$ cat config.mk
export PLATFORM = sky130hd
export DESIGN_NAME = pending_request_latch
export DESIGN_NICKNAME = d
export VERILOG_FILES = /design/src/rtl/pending_request_latch.sv
export SDC_FILE = /design/constraint.sdc
export NUM_CORES = 1
export LEC_CHECK = 0
export ABC_CLOCK_PERIOD_IN_PS = 1300
export BUFFER_PORTS_ARGS = -buffer_cell sky130_fd_sc_hd__buf_2
export CAP_MARGIN = 20
export CORE_MARGIN = 5
export CORE_UTILIZATION = 30
export DETAILED_ROUTE_END_ITERATION = 6
export GPL_TIMING_DRIVEN = 1
export SYNTH_ARGS = -nofsm -noshare
export SYNTH_HDL_FRONTEND = slang
export SYNTH_SLANG_ARGS = --single-unit
$ cat constraint.sdc
create_clock -name clk -period 1.3 [get_ports clk]
set_clock_uncertainty 0.2 [all_clocks]
set_input_delay 0.26 -clock clk [delete_from_list [all_inputs] [get_ports clk]]
set_output_delay 0.26 -clock clk [all_outputs]
set_load 0.02 [all_outputs]
$ cat src/rtl/pending_request_latch.sv
// Request synchroniser, sticky edge capture and one-at-a-time grant offer
// feeding a 4-input priority encoder.
module pending_request_latch #(
   parameter int SYNC_STAGES = 2,
   parameter bit EDGE_MODE   = 1'b1
) (
   input  logic       clk,
   input  logic       reset_n,
   input  logic [3:0] req_in,
   output logic [3:0] D,
   input  logic [1:0] Y,
   input  logic       V,
   output logic       grant_valid,
   output logic [1:0] grant_idx,
   input  logic       grant_ready,
   output logic [3:0] overflow,
   input  logic       clr_ovf
);

   typedef enum logic {IDLE, OFFER} state_t;

   state_t     state, state_nx;
   logic [1:0] idx_nx;
   logic [3:0] sync_q [SYNC_STAGES];
   logic [3:0] s, s_d, edge_det;
   logic [3:0] clr_mask;
   logic [3:0] d_nx, ovf_nx;
   logic       handshake;

   assign s         = sync_q[SYNC_STAGES-1];
   assign edge_det  = s & ~s_d;
   assign handshake = (state == OFFER) && grant_ready;
   assign clr_mask  = handshake ? (4'b0001 << grant_idx) : 4'b0000;

   assign grant_valid = (state == OFFER);

   always_ff @(posedge clk) begin
      if (!reset_n) begin
         for (int i = 0; i < SYNC_STAGES; i++)
            sync_q[i] <= '0;
         s_d <= '0;
      end else begin
         sync_q[0] <= req_in;
         for (int i = 1; i < SYNC_STAGES; i++)
            sync_q[i] <= sync_q[i-1];
         s_d <= s;
      end
   end

   // Set beats clear, so an edge landing on its own handshake stays pending.
   always_comb begin
      d_nx   = s;
      ovf_nx = '0;
      if (EDGE_MODE) begin
         d_nx   = (D & ~clr_mask) | edge_det;
         ovf_nx = clr_ovf ? '0 : overflow;
         ovf_nx = ovf_nx | (edge_det & D & ~clr_mask);
      end
   end

   always_ff @(posedge clk) begin
      if (!reset_n) begin
         D        <= '0;
         overflow <= '0;
      end else begin
         D        <= d_nx;
         overflow <= ovf_nx;
      end
   end

   always_comb begin
      state_nx = state;
      idx_nx   = grant_idx;
      unique case (state)
         IDLE: begin
            if (V) begin
               state_nx = OFFER;
               idx_nx   = Y;
            end
         end
         OFFER: begin
            if (grant_ready)
               state_nx = IDLE;
         end
      endcase
   end

   always_ff @(posedge clk) begin
      if (!reset_n) begin
         state     <= IDLE;
         grant_idx <= '0;
      end else begin
         state     <= state_nx;
         grant_idx <= idx_nx;
      end
   end

endmodule

==> results_dict.tcl, run 1 <==
set metrics [dict create \
    nNetsFinal 110 \
    die_y_um 59.86 \
    finalHoldViolCount 0 \
    vias 575 \
    dp_hpwl_um 1016 \
    crit_required_ns 0.84 \
    drv_cap 0 \
    yosysWarnings 0 \
    clk_pin_slew_ns 0.12 \
    wirelength_um 1433 \
    peakVddDrop_mv 0.4518 \
    hold_path.class "input pin to register" \
    cpPeakStageDelay_ns 0.38 \
    clk_latency_ns 0.30 \
    path_buf_inv 1 \
    cts.sinks 23 \
    power.share.clock_pct 25.9 \
    core_area_um2 2432 \
    setup_violations 0 \
    cts_max_path_buffers 2 \
    vias_per_cell 4.492 \
    grt_pass1_vias 550 \
    antennaDiodeCount 0 \
    pwr-share-comb_pct 11.7 \
    power_switching_uw 276.8 \
    antenna_found_initial 0 \
    startpoint "grant_idx[0]" \
    area_delta_synth_final_pct 40.94 \
    reg2reg_to "overflow[1]" \
    drtIter0Drc 12 \
    crit_path_max_fanout 5 \
    gr-total-overflow 0 \
    worstSetupPathType "register to output port" \
    tightest_slew_ns 0.2971 \
    fill_cells 247 \
    grt_util_all_layers_pct 8.962 \
    period_share_pct 99.80 \
    syn_inst 65 \
    gp_congestion 0.8331 \
    die_w_um 59.86 \
    cts-root-buf "clkbuf_4" \
    cp_top_family "flip-flops" \
    r2r_start "grant_idx[0]" \
    p_sw_share_pct 22.99 \
    fin_setup_tns_ns 0 \
    rr_worst_depth 3 \
    worstSetupPathDepth 1 \
    postSynthAreaPerCell_um2 11.47 \
    start_util_pct 30.66 \
    drc_errors 0 \
    status "finished clean" \
    drv_slew 0 \
    synthesis.nets 76 \
    numPortBuffers 21 \
    cts_tree "yes" \
    htreeDepth 1 \
    avgRoutedWirePerCell_um 11.20 \
    synth_area_um2 745.7 \
    reg2reg_slack_ns 0.01 \
    crit_chain "buf_4" \
    ant_nets 0 \
    cellInternalPower_uw 927.5 \
    pwr-share-seq_pct 62.4 \
    max_slew_margin_pct 80.15 \
    drive_gt1_share_pct 41.84 \
    fmax_mhz 770.8 \
    grt_max_degree 14 \
    start_kind "register" \
    pwr_density_cell_nw_per_um2 1146 \
    cp.arrival_ns 0.84 \
    ios 22 \
    min_period_ns 1.297 \
    crit_end "grant_idx[0]" \
    die-area_um2 3583 \
    setup_slack_ns 0.002656 \
    firstDrtPassIters 2 \
    grt_pass1_wl_um 2428 \
    multi_input_area_um2 275.3 \
    synth-seq-area-share_pct 61.74 \
    leakagePower_uw 0.0004955 \
    pre_cts_ws_ns 0.009690 \
    worst_setup_path_end_kind "output port" \
    ys_seq_elements 23 \
    cp_slowest_cell "dfxtp_4" \
    cts_made_buffers 3 \
    grt_setup_unrepaired "true" \
    rows 18 \
    regArea_um2 478.0 \
    synth_cell_types 13 \
]
layout make-up:
class                   count  area share, %
clock buffers               3          2.143
clock inverters             1         0.4762
inverters                   1         0.3571
multi-input cells          39          26.19
flip-flops and latches     23          45.48
well taps                  30          3.571
repair buffers             31          21.79
power groups by stage:
stage	clock (uW)	combinational [uW]	sequential, uW
2_1_floorplan	0	47.1	782
3_3_place_gp	0	112	766
3_5_place_dp	0	113	767
4_1_cts	330	135	751
5_1_grt	361	154	756
6_report	312	141	751
stage by stage:
step,hold slack (ns),cell area (um2),total power (uW),cells,util (%)
floorplan,0.1817,748.2,829.1,65,-
global placement,0.2151,912.1,877.5,118,37.50
detailed placement,0.2248,912.1,879.9,118,37.50
CTS,0.005775,1017,1216,128,41.82
global route,0.02207,1051,1272,128,43.21
finish,0.01167,1051,1204,128,43.21
layout by cell type (no fill, tap or decap), types with 2 or more instances in the layout:
cell	instances
clkbuf_4	3
o311a_1	2
dlygate4sd3_1	4
dfxtp_1	15
nor2b_1	9
buf_4	14
dfxtp_4	3
buf_6	3
mux2i_1	2
a22o_1	4
buf_2	10
nand2_1	2
dfxtp_2	5
a21o_1	4
and2_1	12
a41oi_1	2
logic make-up after synthesis:
| kind of cell | Yosys count | synth area share [%] |
|---|---|---|
| simple gates | 24 | 19.13 |
| mux | 2 | 2.685 |
| compound gates | 13 | 14.77 |
| buf+inv | 3 | 1.676 |
| flops | 23 | 61.74 |
how the worst min path moves through the flow:
stage	start	to	slack (ns)	cells past startpoint
final	Y[1]	grant_idx[1]	0.01	3
after global routing	Y[0]	grant_idx[0]	0.02	3
after CTS	Y[1]	grant_idx[1]	0.006	3
after detailed placement	sync_q[0][0]	sync_q[0][4]	0.22	1
after global placement	sync_q[0][1]	sync_q[0][5]	0.22	1
after floorplan	req_in[0]	sync_q[0][0]	0.18	1
synth_stat cells:
library cell	number	area share, %
buf_2	1	0.67
inv_1	1	0.50
o21a_1	1	1.0
nand2_1	3	1.5
mux2i_1	2	2.7
nor2b_1	9	7.5
dfxtp_1	23	62
o311a_1	2	2.7
a22o_1	4	4.7
and2_1	12	10
clkbuf_1	1	0.50
a41oi_1	2	2.3
a21o_1	4	4.0
routing by layer:
| metal | share of wire [%] | GRT usage, % | routed length [um] |
|---|---|---|---|
| met1 | 46 | 10.86 | 653 |
| met2 | 43 | 13.73 | 618 |
| met3 | 9.6 | 3.240 | 138 |
| met4 | 1.5 | 4.747 | 22 |
| met5 | 0 | 0 | 0 |
registers in the layout, indices dropped and copies added (netlist names):
name         count
sync_q           8
grant_idx        2
s_d              4
overflow         4
D                4
grant_valid      1
timing repair:
action                     in CTS  in global routing
gates resized for setup         9                 16
pin swaps                       0                  0
hold endpoints to repair        4                  0
setup buffers                   2                  0
hold buffers                    4                  0
setup endpoints to repair       7                 14
Note: power is estimated with default switching activity, not from simulation.
==> run 2: changes to the inputs <==
- ABC_CLOCK_PERIOD_IN_PS: 1300 -> 1170
- PLACE_DENSITY: default -> 0.6
- clock period: 1.3 -> 1.17 ns (I/O delays scaled with it)
==> run 2 against run 1 <==
The flow now finishes with violations (negative setup slack). Non-clock buffer count increased by 10. Critical path depth increased by 1. Register-to-register slack got worse by 0.16 ns. Routed wire length increased by 8.9%. Critical endpoint unchanged. Largest power group unchanged.
==> results_dict.tcl, run 2 (synthesis gave the netlist of run 1 again) <==
set metrics [dict create \
    pwr_density_cell_nw_per_um2 1185 \
    cts-root-buf "clkbuf_4" \
    min_path_cells 3 \
    dpl.cell_count 124 \
    leakagePower_uw 0.0005625 \
    dp_hpwl_um 1055 \
    pwr-share-seq_pct 58.7 \
    fin_setup_tns_ns -1.365 \
    gr-total-overflow 0 \
    worst_setup_path_end_kind "output port" \
    setup_slack_ns -0.1753 \
    cts_made_buffers 3 \
    max_slew_margin_pct 90.22 \
    fmax_mhz 743.3 \
    vias_per_cell 4.225 \
    crit_required_ns 0.74 \
    htreeDepth 1 \
    tightest_slew_ns 0.1426 \
    cts.sinks 23 \
    cp_top_family "flip-flops" \
    grt_pass1_wl_um 2463 \
    numPortBuffers 21 \
    drive_gt1_share_pct 50.93 \
    grt_setup_unrepaired "true" \
    grt_util_all_layers_pct 9.627 \
    most-common-layout-cells "14 x buf_6, 12 x and2_1, 12 x dfxtp_1, 11 x buf_4, 10 x buf_2" \
    total_power_uw 1421 \
    p_sw_share_pct 24.58 \
    largest_reg_flops 8 \
    nNetsFinal 120 \
    drv_slew 0 \
    ant_nets 0 \
    cts_max_path_buffers 2 \
    gp_congestion 0.7802 \
    grt_max_degree 15 \
    die_y_um 59.86 \
    path_buf_inv 2 \
    layout_commonest_cell "buf_6" \
    cp_slowest_cell "dfxtp_4" \
    crit_path_max_fanout 2 \
    cts_tree "yes" \
    drtIter0Drc 11 \
    die-area_um2 3583 \
    avgRoutedWirePerCell_um 11.30 \
    peakVddDrop_mv 0.9556 \
    area_delta_synth_final_pct 60.91 \
    drc_errors 0 \
    placed_cell_area_um2 965.9 \
    die_w_um 59.86 \
    antenna_found_initial 0 \
    crit_chain "buf_6, buf_6" \
    wirelength_um 1560 \
    rows 18 \
    ios 22 \
    min_period_ns 1.345 \
    rr_worst_depth 3 \
    finalHoldViolCount 0 \
    setup_violations 19 \
    violations "negative setup slack" \
    clk_latency_ns 0.31 \
    power_switching_uw 349.4 \
    cp.arrival_ns 0.91 \
    cellInternalPower_uw 1072 \
    worstSetupPathType "register to output port" \
    grt_pass1_vias 572 \
    hold_path.class "input pin to register" \
    design_area_um2 1200 \
    period_share_pct 115.0 \
    drv_cap 0 \
    power.share.clock_pct 26.8 \
    clk_pin_slew_ns 0.13 \
    antennaDiodeCount 0 \
    cpMostUsedCell "buf_6" \
    cpPeakStageDelay_ns 0.37 \
    start_util_pct 30.66 \
    regMostFlops "sync_q" \
    finalNonFillerCells 138 \
    vias 583 \
    start_kind "register" \
    status "finished with violations" \
    worstSetupPathDepth 2 \
    firstDrtPassIters 4 \
    pwr-share-comb_pct 14.5 \
    core_area_um2 2432 \
]
[run 2: cell count changes in the layout (fill, tap and decap cells not counted), sizes merged]
cell and change:
buf +8, dlygate4sd3 +2, inv +1, clkinv -1
[run 2: what timing repair did]
item / 4_1_cts / 5_1_grt
setup buffers: 4 / 0
hold buffers: 6 / 0
endpoints found under the hold margin: 6 / 0
gates resized for setup: 37 / 1
pin swaps: 2 / 1
setup endpoints to repair: 20 / 20
[run 2: final cells by class]
class	count	area (um2)
Multi-Input combinational cell	39	297.8
Tap cell	30	37.54
Inverter	1	3.754
Fill cell	235	1232
Timing Repair Buffer	41	350.3
Clock inverter	1	6.256
Clock buffer	3	22.52
Sequential cell	23	481.7
[run 2: final timing paths]
path	from	endpoint	slack [ns]
worst max-delay path	grant_idx[0]	grant_idx[0]	-0.18
worst max register to register	grant_valid	overflow[1]	-0.15
worst min register to register	sync_q[0][0]	sync_q[0][4]	0.25
worst min-delay path	reset_n	grant_valid	0.12
[run 2: power by group through the flow]
stage               logic [uW]  clock network [uW]  registers, uW
finish                     206                 381            835
global route               221                 440            840
CTS                        204                 402            835
detailed placement         148                   0            849
global placement           146                   0            847
floorplan                 52.8                   0            868
[run 2: routing by layer]
metal | GRT usage, % | part of all wire, %
met3 | 4.536 | 9.7
met2 | 15.59 | 44
met4 | 4.747 | 1.4
met5 | 0 | 0
met1 | 10.47 | 45
[run 2: through the flow]
| stage | hold WS, ns | utilization, % | setup slack [ns] |
|---|---|---|---|
| detailed placement | 0.2217 | 39.71 | -0.08005 |
| finish | 0.1175 | 49.33 | -0.1753 |
| CTS | 0.1061 | 49.18 | -0.1827 |
| floorplan | 0.1557 | - | -0.1041 |
| global route | 0.1066 | 49.33 | -0.2118 |
| global placement | 0.2134 | 39.71 | -0.05510 |
[run 2: tightest hold or removal path: stages]
cell and delay [ns]:
buf_2 0.13, buf_4 0.15, o21a_1 0.09
